`src/rtl/uart_pkg.sv`:
```
// Shared types and default parameters for the UART receive/link path.
package uart_pkg;

    localparam int DEF_CLKS_PER_BIT = 5;
    localparam int DEF_DATA_BITS    = 8;

    typedef enum logic [2:0] {
        IDLE,
        START,
        DATA,
        STOP,
        WAIT_IDLE
    } rx_state_t;

endpackage

```
`src/rtl/uart_rx_link_if.sv`:
```
// Serial input, transmitter handshake and status outputs of the UART link.
interface uart_rx_link_if
    import uart_pkg::*;
#(
    parameter int DATA_BITS = DEF_DATA_BITS
);

    logic                 RX;
    logic                 priznak_end_transmitter;
    logic                 clc;
    logic [DATA_BITS-1:0] word_receiver;
    logic                 CONECT_PRIZNAC;
    logic                 ENABLE;
    logic                 ENABLE_DEL;
    logic [DATA_BITS-1:0] word_transmitter;
    logic                 TRANSMITTER_PRIZNAK;

    // master is the environment (line + transmitter), slave is the link block
    modport master (
        output RX, priznak_end_transmitter,
        input  clc, word_receiver, CONECT_PRIZNAC, ENABLE, ENABLE_DEL,
               word_transmitter, TRANSMITTER_PRIZNAK
    );

    modport slave (
        input  RX, priznak_end_transmitter,
        output clc, word_receiver, CONECT_PRIZNAC, ENABLE, ENABLE_DEL,
               word_transmitter, TRANSMITTER_PRIZNAK
    );

endinterface

```
`src/rtl/uart_rx_core.sv`:
```
// RX synchroniser and bit-recovery FSM; emits each correctly framed byte
// together with a one-cycle valid pulse.
module uart_rx_core
    import uart_pkg::*;
#(
    parameter int CLKS_PER_BIT = DEF_CLKS_PER_BIT,
    parameter int DATA_BITS    = DEF_DATA_BITS
) (
    input  logic                 clk,
    input  logic                 res,
    input  logic                 rx,
    output logic [DATA_BITS-1:0] word,
    output logic                 word_valid,
    output logic                 busy
);

    localparam int CW = $clog2(CLKS_PER_BIT);
    localparam int BW = $clog2(DATA_BITS + 1);
    localparam logic [CW-1:0] HALF_CNT = CW'(CLKS_PER_BIT / 2);
    localparam logic [CW-1:0] LAST_CNT = CW'(CLKS_PER_BIT - 1);
    localparam logic [BW-1:0] LAST_BIT = BW'(DATA_BITS - 1);

    rx_state_t            state, state_n;
    logic                 rx_meta, rxs;
    logic [CW-1:0]        cnt, cnt_n;
    logic [BW-1:0]        bit_idx, bit_n;
    logic [DATA_BITS-1:0] shreg, shreg_n;
    logic [DATA_BITS-1:0] word_n;
    logic                 valid_n;

    // Synchroniser presets to the idle level so reset never fakes a start bit
    always_ff @(posedge clk) begin
        if (res) begin
            rx_meta <= 1'b1;
            rxs     <= 1'b1;
        end else begin
            rx_meta <= rx;
            rxs     <= rx_meta;
        end
    end

    always_ff @(posedge clk) begin
        if (res) begin
            state      <= IDLE;
            cnt        <= '0;
            bit_idx    <= '0;
            shreg      <= '0;
            word       <= '0;
            word_valid <= 1'b0;
        end else begin
            state      <= state_n;
            cnt        <= cnt_n;
            bit_idx    <= bit_n;
            shreg      <= shreg_n;
            word       <= word_n;
            word_valid <= valid_n;
        end
    end

    // The detection cycle already counts as the first cycle of the start bit,
    // which centres every later sample in its bit cell.
    always_comb begin
        state_n = state;
        cnt_n   = cnt;
        bit_n   = bit_idx;
        shreg_n = shreg;
        word_n  = word;
        valid_n = 1'b0;
        case (state)
            IDLE: begin
                cnt_n = '0;
                if (!rxs) begin
                    state_n = START;
                    cnt_n   = CW'(1);
                    bit_n   = '0;
                end
            end
            START: begin
                if (cnt == HALF_CNT) begin
                    cnt_n   = '0;
                    state_n = rxs ? IDLE : DATA;
                end else begin
                    cnt_n = cnt + CW'(1);
                end
            end
            DATA: begin
                if (cnt == LAST_CNT) begin
                    cnt_n   = '0;
                    shreg_n = {rxs, shreg[DATA_BITS-1:1]};
                    bit_n   = bit_idx + BW'(1);
                    if (bit_idx == LAST_BIT) begin
                        state_n = STOP;
                    end
                end else begin
                    cnt_n = cnt + CW'(1);
                end
            end
            STOP: begin
                if (cnt == LAST_CNT) begin
                    cnt_n = '0;
                    if (rxs) begin
                        word_n  = shreg;
                        valid_n = 1'b1;
                        state_n = IDLE;
                    end else begin
                        state_n = WAIT_IDLE;
                    end
                end else begin
                    cnt_n = cnt + CW'(1);
                end
            end
            WAIT_IDLE: begin
                if (rxs) begin
                    state_n = IDLE;
                end
            end
            default: state_n = IDLE;
        endcase
    end

    assign busy = (state != IDLE);

endmodule

```
`src/rtl/uart_rx_link.sv`:
```
// UART loopback glue: receiver, bit-rate strobe for the external transmitter
// and a one-byte holding stage between received and transmitted bytes.
module uart_rx_link
    import uart_pkg::*;
#(
    parameter int CLKS_PER_BIT = DEF_CLKS_PER_BIT,
    parameter int DATA_BITS    = DEF_DATA_BITS
) (
    input logic           clk,
    input logic           res,
    uart_rx_link_if.slave bus
);

    localparam int DW = $clog2(CLKS_PER_BIT);
    localparam logic [DW-1:0] DIV_LAST = DW'(CLKS_PER_BIT - 1);

    logic [DW-1:0]        div_cnt;
    logic [DATA_BITS-1:0] rx_word;
    logic                 rx_valid;
    logic                 rx_busy;

    logic [DATA_BITS-1:0] tx_word, tx_word_n;
    logic [DATA_BITS-1:0] hold, hold_n;
    logic                 tx_req, tx_req_n;
    logic                 hold_v, hold_v_n;
    logic                 link_ready;

    always_ff @(posedge clk) begin
        if (res || div_cnt == DIV_LAST) begin
            div_cnt <= '0;
        end else begin
            div_cnt <= div_cnt + DW'(1);
        end
    end

    uart_rx_core #(
        .CLKS_PER_BIT(CLKS_PER_BIT),
        .DATA_BITS   (DATA_BITS)
    ) u_core (
        .clk       (clk),
        .res       (res),
        .rx        (bus.RX),
        .word      (rx_word),
        .word_valid(rx_valid),
        .busy      (rx_busy)
    );

    // A finishing transmission is retired before a new byte is queued, so an
    // end pulse coinciding with a received byte never loses it.
    always_comb begin
        tx_word_n = tx_word;
        tx_req_n  = tx_req;
        hold_n    = hold;
        hold_v_n  = hold_v;
        if (bus.priznak_end_transmitter && tx_req) begin
            if (hold_v) begin
                tx_word_n = hold;
                hold_v_n  = 1'b0;
            end else begin
                tx_req_n = 1'b0;
            end
        end
        if (rx_valid) begin
            if (!tx_req_n) begin
                tx_word_n = rx_word;
                tx_req_n  = 1'b1;
            end else if (!hold_v_n) begin
                hold_n   = rx_word;
                hold_v_n = 1'b1;
            end
        end
    end

    always_ff @(posedge clk) begin
        if (res) begin
            tx_word    <= '0;
            tx_req     <= 1'b0;
            hold       <= '0;
            hold_v     <= 1'b0;
            link_ready <= 1'b0;
        end else begin
            tx_word    <= tx_word_n;
            tx_req     <= tx_req_n;
            hold       <= hold_n;
            hold_v     <= hold_v_n;
            link_ready <= !tx_req_n && !hold_v_n;
        end
    end

    assign bus.clc                 = (div_cnt == DIV_LAST);
    assign bus.word_receiver       = rx_word;
    assign bus.CONECT_PRIZNAC      = rx_valid;
    assign bus.ENABLE              = rx_busy;
    assign bus.ENABLE_DEL          = link_ready;
    assign bus.word_transmitter    = tx_word;
    assign bus.TRANSMITTER_PRIZNAK = tx_req;

endmodule

```
`src/flat_wrapper.sv`:
```
// flat-port wrapper written by rule: the top's interface ports become plain ports
module uart_rx_link_flat import uart_pkg::*;
#(
    parameter int CLKS_PER_BIT = DEF_CLKS_PER_BIT,
    parameter int DATA_BITS    = DEF_DATA_BITS
)
  (clk, res, bus_RX, bus_priznak_end_transmitter, bus_clc, bus_word_receiver, bus_CONECT_PRIZNAC, bus_ENABLE, bus_ENABLE_DEL, bus_word_transmitter, bus_TRANSMITTER_PRIZNAK);
  uart_rx_link_if #(.DATA_BITS(DATA_BITS)) bus_i ();
  input logic clk;
  input logic res;
  input wire logic [$bits(bus_i.RX)-1:0] bus_RX;
  input wire logic [$bits(bus_i.priznak_end_transmitter)-1:0] bus_priznak_end_transmitter;
  output wire logic [$bits(bus_i.clc)-1:0] bus_clc;
  output wire logic [$bits(bus_i.word_receiver)-1:0] bus_word_receiver;
  output wire logic [$bits(bus_i.CONECT_PRIZNAC)-1:0] bus_CONECT_PRIZNAC;
  output wire logic [$bits(bus_i.ENABLE)-1:0] bus_ENABLE;
  output wire logic [$bits(bus_i.ENABLE_DEL)-1:0] bus_ENABLE_DEL;
  output wire logic [$bits(bus_i.word_transmitter)-1:0] bus_word_transmitter;
  output wire logic [$bits(bus_i.TRANSMITTER_PRIZNAK)-1:0] bus_TRANSMITTER_PRIZNAK;
  assign bus_i.RX = bus_RX;
  assign bus_i.priznak_end_transmitter = bus_priznak_end_transmitter;
  assign bus_clc = bus_i.clc;
  assign bus_word_receiver = bus_i.word_receiver;
  assign bus_CONECT_PRIZNAC = bus_i.CONECT_PRIZNAC;
  assign bus_ENABLE = bus_i.ENABLE;
  assign bus_ENABLE_DEL = bus_i.ENABLE_DEL;
  assign bus_word_transmitter = bus_i.word_transmitter;
  assign bus_TRANSMITTER_PRIZNAK = bus_i.TRANSMITTER_PRIZNAK;
  uart_rx_link #(.CLKS_PER_BIT(CLKS_PER_BIT), .DATA_BITS(DATA_BITS)) u_core (.clk(clk), .res(res), .bus(bus_i));
endmodule
```
`config.mk`:
```
export PLATFORM = sky130hd
export DESIGN_NAME = uart_rx_link_flat
export DESIGN_NICKNAME = d
export VERILOG_FILES = /design/src/rtl/uart_pkg.sv /design/src/rtl/uart_rx_link_if.sv /design/src/rtl/uart_rx_core.sv /design/src/rtl/uart_rx_link.sv /design/src/flat_wrapper.sv
export SDC_FILE = /design/constraint.sdc
export NUM_CORES = 1
export LEC_CHECK = 0
export ABC_AREA = 0
export CORE_ASPECT_RATIO = 1.75
export CORE_MARGIN = 2
export CORE_UTILIZATION = 31
export CTS_CLUSTER_DIAMETER = 100
export DETAILED_ROUTE_END_ITERATION = 7
export GPL_TIMING_DRIVEN = 0
export HOLD_SLACK_MARGIN = 0.03
export PLACE_DENSITY = 0.59
export SLEW_MARGIN = 5
export SYNTH_ARGS = -nofsm -noshare
export SYNTH_HDL_FRONTEND = slang
export SYNTH_HIERARCHICAL = 1
export SYNTH_SLANG_ARGS = --single-unit
```
`constraint.sdc`:
```
create_clock -name clk -period 2.4 [get_ports clk]
set_input_delay 0.72 -clock clk [delete_from_list [all_inputs] [get_ports clk]]
set_output_delay 0.72 -clock clk [all_outputs]
set_load 0.05 [all_outputs]
```
# Yosys cells after proc, flatten, opt, wreduce, memory -nomap -nowiden

Cells that the tools add are included.

Output and inout bits: 21
Memory bits (read-only): 0
Memory bits (writable): 0
Flip-flop bits (word level): 51
Input bits: 4
Memories: 0
Latch bits: 0

Equal/unequal tests: 14
Shift-type cells: 0
Bitwise operators: 3
Magnitude comparators: 0
Div/mod/pow operators: 0
Reductions and logical operators: 16
Add/subtract/negate cells: 3
Multiply operators: 0
Multiplexer cells: 27

Operators by type and width:

| kind                                                                   | number |
|---|---|
| 8-bit two-way mux                                                      | 4 |
| 3-bit two-way mux                                                      | 9 |
| 3-bit one-hot mux with 5 select lines                                  | 1 |
| 2-bit inequality test (second input constant)                          | 6 |
| 3-bit by 2-bit equality test with 1-bit output (second input constant) | 3 |
| 3-bit equality test (second input constant)                            | 3 |
| 3-bit one-hot mux with 3 select lines                                  | 1 |
| 3-bit AND reduction                                                    | 3 |
| 1-bit two-way mux                                                      | 8 |
| 4-bit two-way mux                                                      | 2 |
| 4-bit one-hot mux with 2 select lines                                  | 1 |
| 3-bit by 1-bit adder with 3-bit output (second input constant)         | 2 |
| 6-bit AND reduction                                                    | 1 |
| 3-bit nonzero test                                                     | 2 |
| 4-bit by 1-bit adder with 4-bit output (second input constant)         | 1 |
| 4-bit by 3-bit equality test with 1-bit output (second input constant) | 1 |
| 3-bit by 1-bit equality test with 1-bit output (second input constant) | 1 |
| 3-bit zero test                                                        | 1 |
| 1-bit inverter                                                         | 3 |
| 3-bit OR reduction                                                     | 1 |
| 1-bit logical AND                                                      | 2 |
| 1-bit zero test                                                        | 2 |
| 2-bit two-way mux                                                      | 1 |
| 2-bit AND reduction                                                    | 1 |
| other kinds (3)                                                        | 3 |

# Depth between registers and ports, before layout

Depth after elaboration: 6
Gate-level depth with buffers: 8
Mapped depth without buffers: 6

# Modules after synthesis

Netlist, hierarchy kept.

Modules (own cells, without submodules):

| module       | area an instance (um2) | instances | seq. area each (um2) | cells an instance |
|---|---|---|---|---|
| uart_rx_core | 1209.9                 | 1         | 580.6                | 136 |
| uart_rx_link | 974.7                  | 1         | 440.4                | 101 |

# Worst setup path after synthesis

OpenSTA, ideal clock, no wires.

Kind: reg2out
Start: register u_core.div_cnt[0]
End: output port bus_clc
Stages on the path, launching flop included: 4
Required time: 1680 ps
Path buffers: 0
Setup slack: 734 ps
Arrival: 946 ps
Path through: dfxtp_1 > inv_1 > ha_1 > and2_1

Word-level cells in the longest chain between the ends: 1

Ends and longest elaborated chain:

| item                   | RTL line           | RTL |
|---|---|---|
| start, declared        | uart_rx_link.sv:17 | `logic [DW-1:0] div_cnt;` |
| start signal, assigned | uart_rx_link.sv:32 | `div_cnt <= div_cnt + DW'(1);` |
| 3-bit equality test    | uart_rx_link.sv:90 | `assign bus.clc = (div_cnt == DIV_LAST);` |
| end, declared          | flat_wrapper.sv:13 | `output wire logic [$bits(bus_i.clc)-1:0] bus_clc;` |

No other way between the ends.

# Final worst setup path

Start: register u_core.u_core.word_valid
End: output port bus_CONECT_PRIZNAC

RTL lines:

| item                   | RTL line           | RTL |
|---|---|---|
| start, declared        | uart_rx_core.sv:13 | `output logic word_valid,` |
| start signal, assigned | uart_rx_core.sv:56 | `word_valid <= valid_n;` |
| end, declared          | flat_wrapper.sv:15 | `output wire logic [$bits(bus_i.CONECT_PRIZNAC)-1:0] bus_CONECT_PRIZNAC;` |

No word-level cell between the ends.

==> results.md <==
- Leakage: 1.012 nW
- Die Width: 67.46 um
- Final Cycle Share: 96.69%
- Core Util, Final: 39.42%
- Area Growth Syn to Fin: 23.71%
- Worst ir drop on vdd: 0.3131 mV
- HP Class: register to register
- Power per standard cell area: 648.6 nW/um2
- Clk Tree Root Cell: clkbuf_16
- Number of global-route vias before repair: 1570
- WS Path Type: register to primary output
- Status: finished, final reports clean
- TritonCTS Buffers: 5
- Die Footprint: 7761 um2
- CTS H-Tree Depth: 2
- TritonCTS clock tree: built
- Worst-Margin Slew: 0.5847 ns
- Layout cell share with drive strength beyond 1: 10.78%
- Mux cell area share after synthesis: 8.763%
- CP bufs+invs: 1
- WP data arrival: 1.60 ns
- # Post-CTS Setup Buffers: 0
- Routability-driven placement congestion ratio: 0.8333
- Synth Area in Adders: 3.436%
- Req. time, crit path: 1.68 ns
- Seq/Total Area, Yosys: 46.74%
- Setup ws final: 0.07952 ns
- Synthesized-area fraction occupied by and/or/nand/nor cells: 21.59%
- Cell variety after synth: 39
- Max Fclk: 0.4309 GHz
- Hold Violations, Final: 0
- Maximum buffer depth of the clock tree: 2
- Routed wire length per instance: 11.97 um
- Worst setup EP type: primary output
- # clock sinks: 51
- Min cycle time layout: 2.320 ns
- # nets final: 278
- Crit path launch type: register
- Avg Inst Size Synth: 9.218 um2
- GRT Resource Usage Total: 12.02%
- Synthesized cell area: 2185 um2
- Setup WS pre-CTS: -0.01152 ns
- Vias/cell: 4.850
- Total gr overflow: 0
- Antenna viol nets, final: 0
- Antenna diodes: 0
- Worst-path clk slew: 0.06 ns
- Final Skew: 0.002613 ns
- Worst path slowest cell: clkdlybuf4s50_1
- Die Ht: 115.1 um
- Compound-gate portion of the synthesized area: 13.57%
- Crit path largest cell delay: 0.85 ns
- Max cap viols: 0
- Largest family of logic cells by synthesized area: simple AND/OR/NAND/NOR gates
- IO Count: 25
- Post-Route WL: 4227 um
- Crit-path leading delay family: buffers and inverters
- XOR/XNOR Fraction of Synth Area: 1.203%
- Iteration-0 DRC Markers: 97
- CP max FO: 7
- Synthesis Warnings: 6
- Core outline area: 6857 um2
- Register area: 1021 um2
- Starting density of the core: 31.86%
- Slew margin rel.: 60.87%
- Post-synth EDFFs: 0
- HPWL Detailed: 3144 um
- Slew Limit Fails: 0
- Number of iterations in the first detailed-routing pass: 4
- FFs w/ async S/R, synth: 0%
- Cell breakdown of the critical path: clkdlybuf4s50_1
- Initial antenna violation count: 0
- Largest net degree at the start of global routing: 16
- Routed vias: 1712
- Worst skew pair latency: 0.28 ns
- Row count: 40
- IO Port Bufs: 24
- Unrepaired setup endpoints after global routing: no
- Final setup vio count: 0
- # fillers: 690
- Syn Nets: 247
- Multi-input combinational cell area: 1061 um2
- Synthesized instance count: 237
- First-pass GRT wire length: 7320 um
- CTS Hold Bufs: 0
- Post-synthesis register bit count: 51
- Synth Flop Type: dfxtp_1
- DRC: 0
==> what timing repair did <==
action / in CTS / in global routing
endpoints found under the setup margin: 2 / 1
resized for setup: 2 / 1
gates cloned: 0 / 0
==> placed cells by master (no fill, tap or decap), types with 2 or more instances in the layout <==
cell	netlist	final
o21ai_0	2	2
ha_1	6	6
xor2_1	3	3
nand3_1	4	4
nor2_1	17	17
dfxtp_1	51	51
nor3_1	4	4
nand2b_1	17	17
and3_1	2	2
nor2b_1	3	3
o221a_2	8	8
nand2_1	26	26
mux2i_1	18	18
or2_2	2	2
and2b_1	2	2
a21oi_1	23	23
buf_2	3	3
nor3b_1	2	2
nor4_1	2	2
clkdlybuf4s50_1	0	22
a211oi_1	2	2
and2_1	2	2
clkbuf_1	7	7
clkbuf_16	0	5
inv_1	15	15
==> layer usage <==
layer  GRT usage [%]  up-vias  share of wire [%]  routed length (um)
li1                -      867                  -                   -
met1           13.83      816                 43                1802
met2           21.39       27                 53                2260
met3           2.642        2                3.0                 128
met4           4.082        0               0.85                  36
met5               0        -                  0                   0
==> synth_stat cells, types with 2 or more instances <==
library cell  count  share of area, %
o221a_2           8               4.1
and2_1            2              0.57
buf_2             3              0.69
nor3b_1           2              0.69
mux2i_1          18               8.2
dfxtp_1          51                47
and3_1            2              0.57
ha_1              6               3.4
nor2_1           17               2.9
or2_2             2              0.57
a211oi_1          2              0.69
clkbuf_1          7               1.2
nand2b_1         17               4.9
inv_1            15               2.6
nor3_1            4              0.92
nand2_1          26               4.5
xor2_1            3               1.2
nor2b_1           3              0.86
a21oi_1          23               5.3
o21ai_0           2              0.46
and2b_1           2              0.69
nand3_1           4              0.92
nor4_1            2              0.57
==> cell type report <==
cell class	count	share of cell area [%]
plain buffers	11	1.713
clock buffers	6	5.139
clock inverters	2	1.296
inverters	15	2.083
multi-input cells	160	39.26
flip-flops and latches	51	37.78
well taps	84	3.889
repair buffers	24	8.843
==> state kept, by name, indices dropped and copies added, names as in the netlist <==
name	flops
u_core/div_cnt	3
u_core/u_core/cnt	3
u_core/u_core/shreg	8
u_core/u_core/bit_idx	4
u_core/u_core/word	8
u_core/hold	8
u_core/u_core/state	3
u_core/bus.TRANSMITTER_PRIZNAK	1
u_core/bus.ENABLE_DEL	1
u_core/u_core/rxs	1
u_core/u_core/rx_meta	1
u_core/hold_v	1
u_core/u_core/word_valid	1
u_core/bus.word_transmitter	8
==> stage by stage <==
step                      cells  cell area (um2)  power (mW)  hold slack (ns)  setup TNS, ns
after floorplan             237             2185      0.9383           0.3895              0
after global routing        353             2703       1.820           0.4184              0
after detailed placement    345             2530      0.9645           0.3984       -0.01715
after global placement      345             2530      0.9630           0.3942        -0.2412
after CTS                   353             2701       1.780           0.4155              0
final                       353             2703       1.753           0.4110              0
==> cells by family (layout without fill, tap and decap cells) <==
family / after synthesis / in the layout
AOI/OAI and AO/OA: 42 / 42
xor gates and xnor gates: 3 / 3
adders and majority gates: 6 / 6
buffers and inverters: 26 / 58
DFF: 51 / 51
muxes: 19 / 19
and+or+nand+nor: 90 / 90
==> path summary, 6_finish.rpt <==
check | start | end | slack [ns] | depth (start not counted)
max | u_core/u_core/word_valid | bus_CONECT_PRIZNAC | 0.08 | 1
min | u_core/u_core/rx_meta | u_core/u_core/rxs | 0.41 | 1
max reg2reg | u_core/u_core/cnt[0] | u_core/u_core/word[1] | 0.64 | 8
min reg2reg | u_core/u_core/rx_meta | u_core/u_core/rxs | 0.41 | 1
==> power by group <==
group	internal (mW)	total, mW	switching [mW]
Combinational	0.0335	0.0810	0.0475
Clock	0.518	0.809	0.291
Sequential	0.855	0.862	0.00727
Total	1.41	1.75	0.346
Power figures use the tool's default switching activity.
